<file path="src/rtl/reaction_session_ctrl.sv">
// Session sequencer for the reaction-time tester: runs NUM_ROUNDS rounds,
// classifies each as valid/foul/timeout and keeps best time and error counts.
module reaction_session_ctrl #(
  parameter int NUM_ROUNDS = 5,
  parameter int PAUSE_MS   = 1000
) (
  input  logic        clk,
  input  logic        reset,
  input  logic        start,
  input  logic        measure,
  input  logic        led,
  input  logic        tick_1khz,
  input  logic [3:0]  q2,
  input  logic [3:0]  q1,
  input  logic [3:0]  q0,
  input  logic        ceo,
  output logic        round_start,
  output logic [3:0]  round_num,
  output logic [11:0] last_bcd,
  output logic [11:0] best_bcd,
  output logic        best_valid,
  output logic [1:0]  round_result,
  output logic        result_valid,
  output logic [3:0]  foul_cnt,
  output logic [3:0]  timeout_cnt,
  output logic        busy,
  output logic        done
);

  typedef enum logic [2:0] {
    S_IDLE, S_ARM, S_WAIT_LED, S_TIMING, S_PAUSE, S_DONE
  } state_t;

  localparam logic [3:0]  LAST_ROUND = 4'(NUM_ROUNDS);
  localparam logic [15:0] PAUSE_LAST = 16'(PAUSE_MS - 1);

  function automatic logic [3:0] sat_inc4(input logic [3:0] v);
    return (v == 4'hF) ? v : v + 4'd1;
  endfunction

  state_t      r_state, w_state_nxt;
  logic        r_start_d, r_measure_d;
  logic [15:0] r_pause_cnt;
  logic [3:0]  r_round_num, r_foul_cnt, r_timeout_cnt;
  logic [11:0] r_last_bcd, r_best_bcd;
  logic        r_best_valid, r_result_valid;
  logic [1:0]  r_round_result;

  logic        w_start_rise, w_measure_rise, w_pause_done, w_better;
  logic        w_init, w_capture, w_foul, w_timeout, w_round_adv;
  logic [11:0] w_cap_bcd;

  assign w_start_rise   = start & ~r_start_d;
  assign w_measure_rise = measure & ~r_measure_d;
  assign w_pause_done   = tick_1khz && (r_pause_cnt == PAUSE_LAST);
  assign w_cap_bcd      = {q2, q1, q0};
  // Packed BCD orders like binary, so a plain unsigned compare suffices; ties keep the old best.
  assign w_better       = ~r_best_valid || (w_cap_bcd < r_best_bcd);

  always_ff @(posedge clk) begin
    if (reset) begin
      r_state     <= S_IDLE;
      r_start_d   <= 1'b0;
      r_measure_d <= 1'b0;
    end else begin
      r_state     <= w_state_nxt;
      r_start_d   <= start;
      r_measure_d <= measure;
    end
  end

  always_comb begin
    w_state_nxt = r_state;
    w_init      = 1'b0;
    w_capture   = 1'b0;
    w_foul      = 1'b0;
    w_timeout   = 1'b0;
    w_round_adv = 1'b0;
    round_start = 1'b0;
    case (r_state)
      S_IDLE, S_DONE: begin
        if (w_start_rise) begin
          w_init      = 1'b1;
          w_state_nxt = S_ARM;
        end
      end
      S_ARM: begin
        round_start = 1'b1;
        w_state_nxt = S_WAIT_LED;
      end
      S_WAIT_LED: begin
        if (w_measure_rise && !led) begin
          w_foul      = 1'b1;
          w_state_nxt = S_PAUSE;
        end else if (w_measure_rise) begin
          w_capture   = 1'b1;
          w_state_nxt = S_PAUSE;
        end else if (led) begin
          w_state_nxt = S_TIMING;
        end
      end
      S_TIMING: begin
        if (w_measure_rise) begin
          w_capture   = 1'b1;
          w_state_nxt = S_PAUSE;
        end else if (ceo) begin
          w_timeout   = 1'b1;
          w_state_nxt = S_PAUSE;
        end
      end
      S_PAUSE: begin
        if (w_pause_done) begin
          if (r_round_num == LAST_ROUND) begin
            w_state_nxt = S_DONE;
          end else begin
            w_round_adv = 1'b1;
            w_state_nxt = S_ARM;
          end
        end
      end
      default: w_state_nxt = S_IDLE;
    endcase
  end

  always_ff @(posedge clk) begin
    if (reset || r_state != S_PAUSE) begin
      r_pause_cnt <= 16'd0;
    end else if (tick_1khz) begin
      r_pause_cnt <= w_pause_done ? 16'd0 : r_pause_cnt + 16'd1;
    end
  end

  always_ff @(posedge clk) begin
    if (reset) begin
      r_round_num    <= 4'd0;
      r_last_bcd     <= 12'h000;
      r_best_bcd     <= 12'h999;
      r_best_valid   <= 1'b0;
      r_round_result <= 2'b00;
      r_result_valid <= 1'b0;
      r_foul_cnt     <= 4'd0;
      r_timeout_cnt  <= 4'd0;
    end else begin
      r_result_valid <= w_capture | w_foul | w_timeout;
      if (w_init) begin
        r_round_num    <= 4'd1;
        r_last_bcd     <= 12'h000;
        r_best_bcd     <= 12'h999;
        r_best_valid   <= 1'b0;
        r_round_result <= 2'b00;
        r_foul_cnt     <= 4'd0;
        r_timeout_cnt  <= 4'd0;
      end
      if (w_round_adv) r_round_num <= r_round_num + 4'd1;
      if (w_capture) begin
        r_last_bcd     <= w_cap_bcd;
        r_round_result <= 2'b01;
        if (w_better) begin
          r_best_bcd   <= w_cap_bcd;
          r_best_valid <= 1'b1;
        end
      end
      if (w_foul) begin
        r_last_bcd     <= 12'h000;
        r_round_result <= 2'b10;
        r_foul_cnt     <= sat_inc4(r_foul_cnt);
      end
      if (w_timeout) begin
        r_last_bcd     <= 12'h999;
        r_round_result <= 2'b11;
        r_timeout_cnt  <= sat_inc4(r_timeout_cnt);
      end
    end
  end

  assign round_num    = r_round_num;
  assign last_bcd     = r_last_bcd;
  assign best_bcd     = r_best_bcd;
  assign best_valid   = r_best_valid;
  assign round_result = r_round_result;
  assign result_valid = r_result_valid;
  assign foul_cnt     = r_foul_cnt;
  assign timeout_cnt  = r_timeout_cnt;
  assign busy         = (r_state == S_ARM) || (r_state == S_WAIT_LED) ||
                        (r_state == S_TIMING) || (r_state == S_PAUSE);
  assign done         = (r_state == S_DONE);

endmodule
</file>
<file path="config.mk">
export PLATFORM = sky130hd
export DESIGN_NAME = reaction_session_ctrl
export DESIGN_NICKNAME = d
export VERILOG_FILES = /design/src/rtl/reaction_session_ctrl.sv
export SDC_FILE = /design/constraint.sdc
export NUM_CORES = 1
export LEC_CHECK = 0
export BUFFER_PORTS_ARGS = -buffer_cell sky130_fd_sc_hd__buf_2
export CAP_MARGIN = 20
export CORE_MARGIN = 2
export CORE_UTILIZATION = 58
export CTS_CLUSTER_SIZE = 10
export DETAILED_ROUTE_END_ITERATION = 6
export GPL_TIMING_DRIVEN = 0
export PLACE_DENSITY = 0.84
export SLEW_MARGIN = 0
export SYNTH_ARGS = -nofsm -noshare
export SYNTH_HDL_FRONTEND = slang
export SYNTH_SLANG_ARGS = --single-unit
</file>
<file path="constraint.sdc">
create_clock -name clk -period 2.9 [get_ports clk]
set_input_delay 0.29 -clock clk [delete_from_list [all_inputs] [get_ports clk]]
set_output_delay 0.29 -clock clk [all_outputs]
set_load 0.05 [all_outputs]
</file>
After elaboration in Yosys (flattened, before gate mapping)
Index checks and enable logic that the tools add are counted.
Operators by class
  add/sub/neg operators: 4
  order comparisons: 1
  equal/unequal tests: 16
  mux-type cells: 45
  bitwise logic cells: 7
  reduce and logical (&&, ||, !) cells: 19
Operators by type and width (number)
  $mux 12: 7
  $mux 4: 7
  $mux 3: 8
  $add 16x1->16 const B: 1
  $eq 16x10->1 const B: 1
  $mux 1: 16
  $mux 16: 1
  $pmux 3 s5: 1
  $add 4x1->4 const B: 3
  $lt 12x12->1: 1
  $eq 4x4->1 const B: 2
  $mux 2: 4
  $ne 2x2->1 const B: 4
  $reduce_bool 2->1: 4
  $eq 3x2->1 const B: 2
  $eq 3x3->1 const B: 2
  $ne 3x3->1 const B: 2
  $logic_or 1x1->1: 5
  $eq 4x3->1 const B: 1
  $ne 4x4->1 const B: 1
  $reduce_and 2->1: 2
  $reduce_and 4->1: 1
  $reduce_bool 4->1: 1
  $eq 3x1->1 const B: 1
  other kinds (9): 14
Storage, ports and cells
  register bits after elaboration: 61
  input bits: 19
  logic and storage cells: 105

Logic depth before layout (Yosys ltp)
Gate-level depths: netlist of the first run.
  depth after elaboration: 8
  gate-level depth with buffers: 8
  mapped depth without buffers: 8

Least setup slack after synthesis of the first run
OpenSTA, ideal clock, no wires.
  path kind: register to register
  start point: reg r_best_bcd[10], in the netlist best_bcd[10]
  end point: reg r_best_bcd[0], in the netlist best_bcd[0]
  data arrival time: 1957 ps
  required time: 2774 ps
  slack: 817 ps
  stages on the path, launching flop included: 9
  path buffers: 1
  clock period less this slack: 2083 ps
  cell sequence: dfxtp_1 > inv_1 > ha_1 > a21oi_1 > a21boi_0 > o21ai_0 > nand4_2 > buf_2 > mux2i_1
Between the ends
  word-level cells in the longest chain between the ends: 4
RTL lines
  start, declared: RTL line 45  | logic [11:0] r_last_bcd, r_best_bcd;
  start signal, assigned: RTL line 159  | r_best_bcd <= w_cap_bcd;
  $lt 12x12->1: RTL line 58  | assign w_better = ~r_best_valid || (w_cap_bcd < r_best_bcd);
  $logic_or 1x1->1: RTL line 58
  $mux 12: RTL line 158  | if (w_better) begin
  $mux 12: RTL line 155  | if (w_capture) begin
No other way between the ends.
A chain may end at the register's enable or synchronous reset.

Worst setup path after layout of the first run
  start point: reg r_pause_cnt[0]
  end point: reg r_round_num[1], in the netlist round_num[1]
Between the ends
  word-level cells in the longest chain between the ends: 5
  elaborated cells between the ends (all ways): 6
  those cells by class: eq/ne: 1; mux: 3; reduce/logical: 2
RTL lines
  start, declared: RTL line 43  | logic [15:0] r_pause_cnt;
  start signal, assigned: RTL line 129  | r_pause_cnt <= w_pause_done ? 16'd0 : r_pause_cnt + 16'd1;
  $eq 16x10->1 *: RTL line 55  | assign w_pause_done = tick_1khz && (r_pause_cnt == PAUSE_LAST);
  $logic_and 1x1->1 *: RTL line 55
  $mux 1 *: RTL line 112  | if (w_pause_done) begin
  $mux 1 *: RTL line 80  | case (r_state)
  $mux 4 or $reduce_bool 2->1 (tied branches)
  end signal, assigned: RTL line 154  | if (w_round_adv) r_round_num <= r_round_num + 4'd1;
  end, declared: RTL line 44  | logic [3:0] r_round_num, r_foul_cnt, r_timeout_cnt;
Mark *: on every way between the ends. The rest lies on a longest branch, timed or not.

==> results.md, run 1 <==
Synth:
- The number of synthesized register bits is between 60 and 70.
- The synthesized design spends more area on one cell type than any other, namely sky130_fd_sc_hd__dfxtp_1.
- By area the synthesized netlist is led by sky130_fd_sc_hd__dfxtp_1 41%, sky130_fd_sc_hd__nor2_1 8.0%, sky130_fd_sc_hd__ha_1 6.8%.
- The top cell type by area accounts for a little over 40% of the synthesized area.
- The warning count from the yosys run is 0.
- The cell area after synthesis is 2960 sq um.
- The synthesized-area fraction occupied by ao, oa, aoi and oai cells is between 10% and 20%.
- Counting flops with a built-in enable in the synthesized netlist gives 0.
- In the synthesized netlist, the number of instances is 340.
- The basic-gate share of the synthesized area counting and, or, nand and nor cells is 25.7%.
- The number of nets handed over by synthesis was 375.
- By area, the combinational part of the netlist is dominated by simple AND/OR/NAND/NOR gates.
- The unique cell type count in the Yosys netlist is 47.
- The adder-cell share of the synthesized area is 6.77%.
- The async set-or-reset flop fraction in the synthesized netlist is 0%.
- The share of synthesized area occupied by flip-flops and latches is 41.3%.
- The portion of synthesized area spent on multiplexers is about 5%.
- The fraction of synthesized cell area in xor and xnor cells is 5.33%.
- Among all flip-flop cells after synthesis, the most frequent one is sky130_fd_sc_hd__dfxtp_1.
- The post-synthesis area per instance is around 8.7 sq um.

Final layout:
- In the layout the commonest cells are 64 x sky130_fd_sc_hd__buf_2, 63 x sky130_fd_sc_hd__nor2_1, 61 x sky130_fd_sc_hd__dfxtp_1.
- The final layout net count is 447.
- Fill cells in the final layout number 394.
- Summing all non-filler instances in the final layout gives an area of 3520 sq um.
- Relative to the synthesized area, the layout overhead comes to 19.2%.
- The most common library cell in the layout ignoring fill and taps is sky130_fd_sc_hd__buf_2.
- Cells with a size suffix above 1 make up ~22% of the layout.
- 0 antenna diodes ended up in the layout.

Timing:
- The worst max-slew margin expressed relative to the limit is a little under half.
- The number of endpoints failing setup at the final stage is 0.
- After routing, the total negative slack on setup checks comes to 0 ns.
- At the pin with the least slew margin, the transition time is 0.775 ns.
- The final-report max-slew violation count came to 0.
- Setup repair after global routing left no endpoint under its margin.
- The number of endpoints with negative hold slack in the final report is 0.
- The worst path in the final design needs a cycle of 2.03 ns, including I/O delays and setup.
- The setup skew after layout is about 0.0076 ns.
- For this run, the top clock speed supported by timing is 0.493 GHz.
- The portion of the clock cycle consumed by the worst path in the final layout is 69.9%.

Placed design:
- During placement, the flow inserted port buffers numbering roughly 60.
- The detailed placer's ending HPWL is 4.88 mm.
- The standard cell area after detailed placement is 3350 sq um.
- The global placer's final weighted congestion is about 0.9.

Routing:
- The post-detailed-routing wire length is 6.71 mm.
- The routed length per instance is between 10 and 15 um.
- The number of vias per cell is about 5.5.
- The post-detailed-route count of antenna-violating nets is 0.
- The number of search-and-repair iterations in the first detailed-routing pass is 5.
- Summing over every cut layer, the via total after detailed routing is 2,647.
- For this run, design rule violations remaining after detail routing come to 0.
- The initial DRC count is 84.

Power and ir drop:
- The leakage power is 1.56 nW.
- The largest voltage drop on the vdd net is 602 uV.
- The power consumption is about 2.4 mW.
- Power spread over the standard cell area amounts to 682 nW/um^2.

Setup path:
- Data arrives at the worst endpoint at 2.31 ns.
- For the worst flop-to-flop path, the logic depth is 6.
- In this run the worst path has a maximum fanout of 6.
- STA classifies the critical path startpoint as a flop.
- STA classifies the critical path endpoint as a flop.
- The critical path in this run is classified as flop to flop.
- The required time of the critical path is 3.18 ns.

GRT:
- The wire length of the first global-routing pass is roughly 11 mm.
- The initial antenna violation count is 0.
- Global routing used 25.0% of the available tracks across all layers.
- The via count of the first global-routing pass is 2,410.
- The pin count of the biggest net entering global routing is 11.
- The overall overflow remaining after global route is 0.

Clocking:
- Counting every sink on the clock net gives 61.
- After clock tree synthesis, the clock-pin slew on the worst setup and hold paths is 0.07 ns.
- The hold buffer count at CTS is 0.
- The deepest level of the CTS H-tree is 3.
- The number of buffers inserted to repair setup after CTS is 0.
- TritonCTS built the clock tree.
- The later pin in the worst-skew pair is clocked with a latency of around 0.34 ns.
- The maximum clock path buffer count is 2.
- The count of instances resized after the clock tree is built is 0.
- The number of CTS-inserted buffers is 9.
- The library cell used as clock root buffer is sky130_fd_sc_hd__clkbuf_8.

Die:
- The die is about 75 um tall.
- For this configuration, the core starts out at a cell density of 61.4%.
- The die covers approximately 5700 sq um.
- The count of standard-cell rows is 25.
- The area of the core is between 4000 and 5000 sq um.
- The width of the die is 75.4 um.
- The boundary pin count is 62.

Min path:
- The tightest min-delay check is of the input pin to flop type.
- Counting instances, the worst hold path has a depth of 2.

Outcome:
- The flow ran to the end, and the final reports show no timing, DRC or antenna violations.

Flow run:
- Max-cap violations in this run came to 0.
## cells by family (layout without fill, tap and decap cells)
family,after synthesis,count (layout)
compound gates,50,50
xor+xnor,18,18
fa+ha+maj,16,16
buf+inv,27,104
flops,61,61
mux,15,15
simple gates,153,153
## cells in the mapped netlist, types with 8 or more instances
library cell,n
sky130_fd_sc_hd__nand2_1,31
sky130_fd_sc_hd__a21oi_1,12
sky130_fd_sc_hd__inv_1,16
sky130_fd_sc_hd__nand2b_1,10
sky130_fd_sc_hd__nor2_1,63
sky130_fd_sc_hd__ha_1,16
sky130_fd_sc_hd__o21ai_0,9
sky130_fd_sc_hd__xor2_1,14
sky130_fd_sc_hd__mux2i_1,14
sky130_fd_sc_hd__nand3_1,8
sky130_fd_sc_hd__dfxtp_1,61
## worst max-delay path, cell delays in order (launching register included)
cell	delay, ns
sky130_fd_sc_hd__dfxtp_1	0.37
sky130_fd_sc_hd__ha_1	0.21
sky130_fd_sc_hd__and4_1	0.22
sky130_fd_sc_hd__nand4_1	0.27
sky130_fd_sc_hd__nor3_2	0.44
sky130_fd_sc_hd__mux2_2	0.38
sky130_fd_sc_hd__nor2_1	0.07
## through the flow
step | cells | util [%] | setup WS (ns) | hold WS (ns)
after global placement | 468 | 69.5 | 0.897 | 0.464
after CTS | 484 | 73.2 | 0.887 | 0.161
final | 484 | 73.2 | 0.872 | 0.169
after floorplan | 340 | - | 0.817 | 0.418
after detailed placement | 468 | 69.5 | 0.859 | 0.470
after global routing | 484 | 73.2 | 0.752 | 0.193
## path summary, 6_finish.rpt
| kind | from | end | slack (ns) |
|---|---|---|---|
| min reg2reg | best_bcd[2] | best_bcd[2] | 0.48 |
| max | r_pause_cnt[0] | round_num[1] | 0.87 |
| max reg2reg | r_pause_cnt[0] | round_num[1] | 0.87 |
| min | measure | r_measure_d | 0.17 |
## metal layers
layer,share of wire (%),global-route usage [%],vias to the layer above
met4,1.9,12.1,0
li1,-,-,1319
met3,6.0,7.94,15
met5,0,0,-
met1,44,29.5,1237
met2,48,41.2,76
## final cells by class
type	count	area, sq um	share of cell area, %
buffer	11	60.1	1.70
clock buffer	12	155	4.40
clock inverter	4	22.5	0.639
inverter	16	60.1	1.70
multi-input combinational	252	1620	45.9
sequential	61	1220	34.6
tap	67	83.8	2.38
timing repair buffer	61	305	8.66
## flip-flops by register name, indices dropped and copies added, names as in the netlist
name and count:
r_start_d 1, r_state 3, result_valid 1, r_measure_d 1
last_bcd 12, timeout_cnt 4, r_pause_cnt 16, round_result 2
foul_cnt 4, round_num 4, best_valid 1, best_bcd 12
## power by group
| group | switching (mW) | internal [mW] |
|---|---|---|
| registers | 0.0330 | 0.888 |
| logic | 0.554 | 0.243 |
| clock network | 0.332 | 0.352 |
| total | 0.919 | 1.48 |
Note: power is estimated with default switching activity, not from simulation.
==> inputs of run 2 (changes only) <==
Settings changed: CORE_UTILIZATION 58 to 49, PLACE_DENSITY 0.84 to 0.76.
Clock period 2.9 ns to 1.8 ns, I/O delays scaled along.
==> run 2 against run 1 <==
Sequential share of layout area decreased by 1.4 points. Final cell count is 3.9% higher. Fmax up 15%. Cell area rose by 5.7%. Worst setup slack got worse by 0.84 ns. Clock power is 90% higher. Critical path type unchanged.
==> results.md, run 2 (same netlist as run 1, synthesis figures left out) <==
Timing:
- The pin slew with the least headroom to its limit is 0.760 ns (was 0.775 ns).
- The fmax is 0.567 GHz (was 0.493 GHz).
- The portion of the clock cycle consumed by the worst path in the final layout was 98.0% (was 69.9%).
- The clock period minus worst slack came to 1.76 ns (was 2.03 ns).
- The final-layout setup total negative slack came to 0 ns (unchanged).
- The number of endpoints with negative hold slack in the final report is 0 (unchanged).
- The final-report max-slew violation count came to 0 (unchanged).
- The setup skew after layout is 0.0112 ns (was 0.00764 ns).
- The slack of the critical path came to 0.0362 ns (was 0.872 ns).
- The number of endpoints failing setup at the final stage is 0 (unchanged).
- The worst max-slew margin expressed relative to the limit was 48.9% (was 47.9%).
- The final hold slack is 0.0446 ns (was 0.169 ns).
- Unrepaired setup endpoints after global routing: true (was false).

GRT:
- The wire length of the first global-routing pass is 11.0 mm (was 10.6 mm).
- The initial antenna violation count is 0 (unchanged).
- The pin count of the biggest net entering global routing came to 14 (was 11).
- The overall overflow remaining after global route is 0 (unchanged).
- The global routing usage summed across all routing layers is 22.0% (was 25.0%).
- The via count of the first global-routing pass is 2,377 (was 2,410).

Final layout:
- The share of cells above drive strength 1 is 28.7% (was 22.1%).
- The sequential cell area was 1240 sq um (was 1220 sq um).
- The register bank with the most flops is r_pause_cnt (unchanged).
- The number of inserted filler cells in the final layout is 528 (was 394).
- Commonest cells after routing, fill and taps aside: 62 x sky130_fd_sc_hd__nor2_1, 62 x sky130_fd_sc_hd__buf_2, 48 x sky130_fd_sc_hd__dfxtp_1 (was 64 x sky130_fd_sc_hd__buf_2, 63 x sky130_fd_sc_hd__nor2_1, 61 x sky130_fd_sc_hd__dfxtp_1).
- The utilization after layout is 63.3% (was 73.2%).
- The post-synthesis to final-layout area growth was 25.9% (was 19.2%).
- The number of flip-flops under the largest register name is 16 (unchanged).
- The multi-input logic area was 1660 sq um (was 1620 sq um).
- The number of diodes came to 0 (unchanged).
- The final layout net count is 458 (was 447).

Routing:
- The DRC violation count after routing is 0 (unchanged).
- The routed via count came to 2,680 (was 2,647).
- The initial DRC count is 145 (was 84).
- The number of search-and-repair iterations in the first detailed-routing pass is 4 (was 5).
- The number of vias per cell is 5.33 (was 5.47).
- The post-detailed-routing wire length came to 7.03 mm (was 6.71 mm).
- The routed length per instance was 14.0 um (was 13.9 um).
- The post-detailed-route count of antenna-violating nets came to 0 (unchanged).

Setup path:
- The endpoint class of the critical path is a flop (unchanged).
- The data arrival time at the worst-slack endpoint came to 2.05 ns (was 2.31 ns).
- The required time of the critical path is 2.09 ns (was 3.18 ns).
- The type of the setup path with the least slack is flop to flop (unchanged).
- The maximum fanout encountered on the critical timing path is 6 (unchanged).
- The critical path startpoint category is a flop (unchanged).

Die:
- The width of the die came to 81.7 um (was 75.4 um).
- The boundary pin count was 62 (unchanged).
- The y dimension of the die is 81.7 um (was 75.4 um).
- The total die area is 6670 sq um (was 5690 sq um).
- The effective utilization at floorplan is 50.3% (was 61.4%).
- The count of standard-cell rows is 28 (was 25).
- The area of the core is 5890 sq um (was 4820 sq um).

Clocking:
- The deepest level of the CTS H-tree is 3 (unchanged).
- The CTS tree is built (unchanged).
- The CTS sink count is 61 (unchanged).
- The later-pin clock latency in the skew report is 0.36 ns (was 0.34 ns).
- The hold buffer count at CTS is 0 (unchanged).
- The CTS clock-pin slew for the worst setup and hold paths came to 0.08 ns (was 0.07 ns).
- The maximum clock path buffer count is 2 (unchanged).
- The library cell used as clock root buffer was sky130_fd_sc_hd__clkbuf_8 (unchanged).
- The number of CTS-inserted buffers is 9 (unchanged).

Power and ir drop:
- The power density over the cells is 1110 nW/um^2 (was 682 nW/um^2).
- The largest voltage drop on the vdd net is 746 uV (was 602 uV).
- The power consumption is 4.14 mW (was 2.40 mW).
- The leakage power is 1.64 nW (was 1.56 nW).

Min path:
- The path class of the lowest-slack min-delay path is input pin to flop (unchanged).

Placed design:
- The number of I/O port buffers is 61 (unchanged).
- The global placer's final weighted congestion is 0.847 (was 0.904).
- The detailed placer's ending HPWL was 4.96 mm (was 4.88 mm).
- The worst slack after detailed placement is -0.180 ns (was 0.859 ns).

Flow run:
- The max capacitance violation total is 0 (unchanged).

Outcome:
- Outcome: finished clean (unchanged).
## run 2: cell types whose count changed in the layout (fill, tap and decap cells not counted), moves of 2 or more
cell,change
sky130_fd_sc_hd__dfxtp_1,-13
sky130_fd_sc_hd__dfxtp_2,+12
sky130_fd_sc_hd__buf_4,+10
sky130_fd_sc_hd__clkinv_2,-3
sky130_fd_sc_hd__clkinv_4,+3
sky130_fd_sc_hd__buf_2,-2
sky130_fd_sc_hd__buf_6,+2
sky130_fd_sc_hd__clkbuf_1,-2
sky130_fd_sc_hd__clkbuf_8,-2
## run 2: final timing paths
path / from / endpoint / slack [ns] / cells past startpoint
setup / recovery: r_pause_cnt[10] / round_num[1] / 0.04 / 6
hold / removal: measure / r_measure_d / 0.04 / 2
setup reg to reg: r_pause_cnt[10] / round_num[1] / 0.04 / 6
hold reg to reg: best_bcd[1] / best_bcd[1] / 0.47 / 2
## run 2: per-stage QoR
| step | area, sq um | instances |
|---|---|---|
| after detailed placement | 3380 | 476 |
| final | 3720 | 503 |
| after floorplan | 2980 | 340 |
| after global placement | 3380 | 476 |
| after global routing | 3720 | 503 |
| after CTS | 3630 | 496 |
## run 2: critical path, cell delays in order, from the launching register on
cell	delay, ns
sky130_fd_sc_hd__dfxtp_1	0.38
sky130_fd_sc_hd__nor4_1	0.31
sky130_fd_sc_hd__nand4_1	0.13
sky130_fd_sc_hd__buf_4	0.18
sky130_fd_sc_hd__nor3_4	0.29
sky130_fd_sc_hd__mux2_4	0.33
sky130_fd_sc_hd__nor2_1	0.08
## run 2: repair_timing
action                     4_1_cts  5_1_grt
buffers inserted                 4        7
resized for setup                4       11
setup endpoints to repair       25       42
pin swaps                        3        7
## run 2: layer usage
layer  part of all wire, %  up-vias  track usage, %
met5                     0        -               0
met4                   1.8        0            9.67
met3                   6.0       12            6.04
met2                    47       80            35.5
met1                    45     1242            27.5
li1                      -     1346               -
## run 2: final cells by class
type	instances	area share, %
Multi-Input combinational cell	252	44.6
Sequential cell	61	33.3
Timing Repair Buffer	72	10.4
Clock buffer	9	3.33
Tap cell	75	2.52
Clock inverter	7	2.22
Buffer	11	1.98
Inverter	16	1.61
## run 2: power by group
part	internal, mW	leakage (nW)	switching, mW
Combinational	0.443	1.04	0.915
Sequential	1.43	0.495	0.0552
Clock	0.661	0.106	0.635
Total	2.53	1.64	1.61
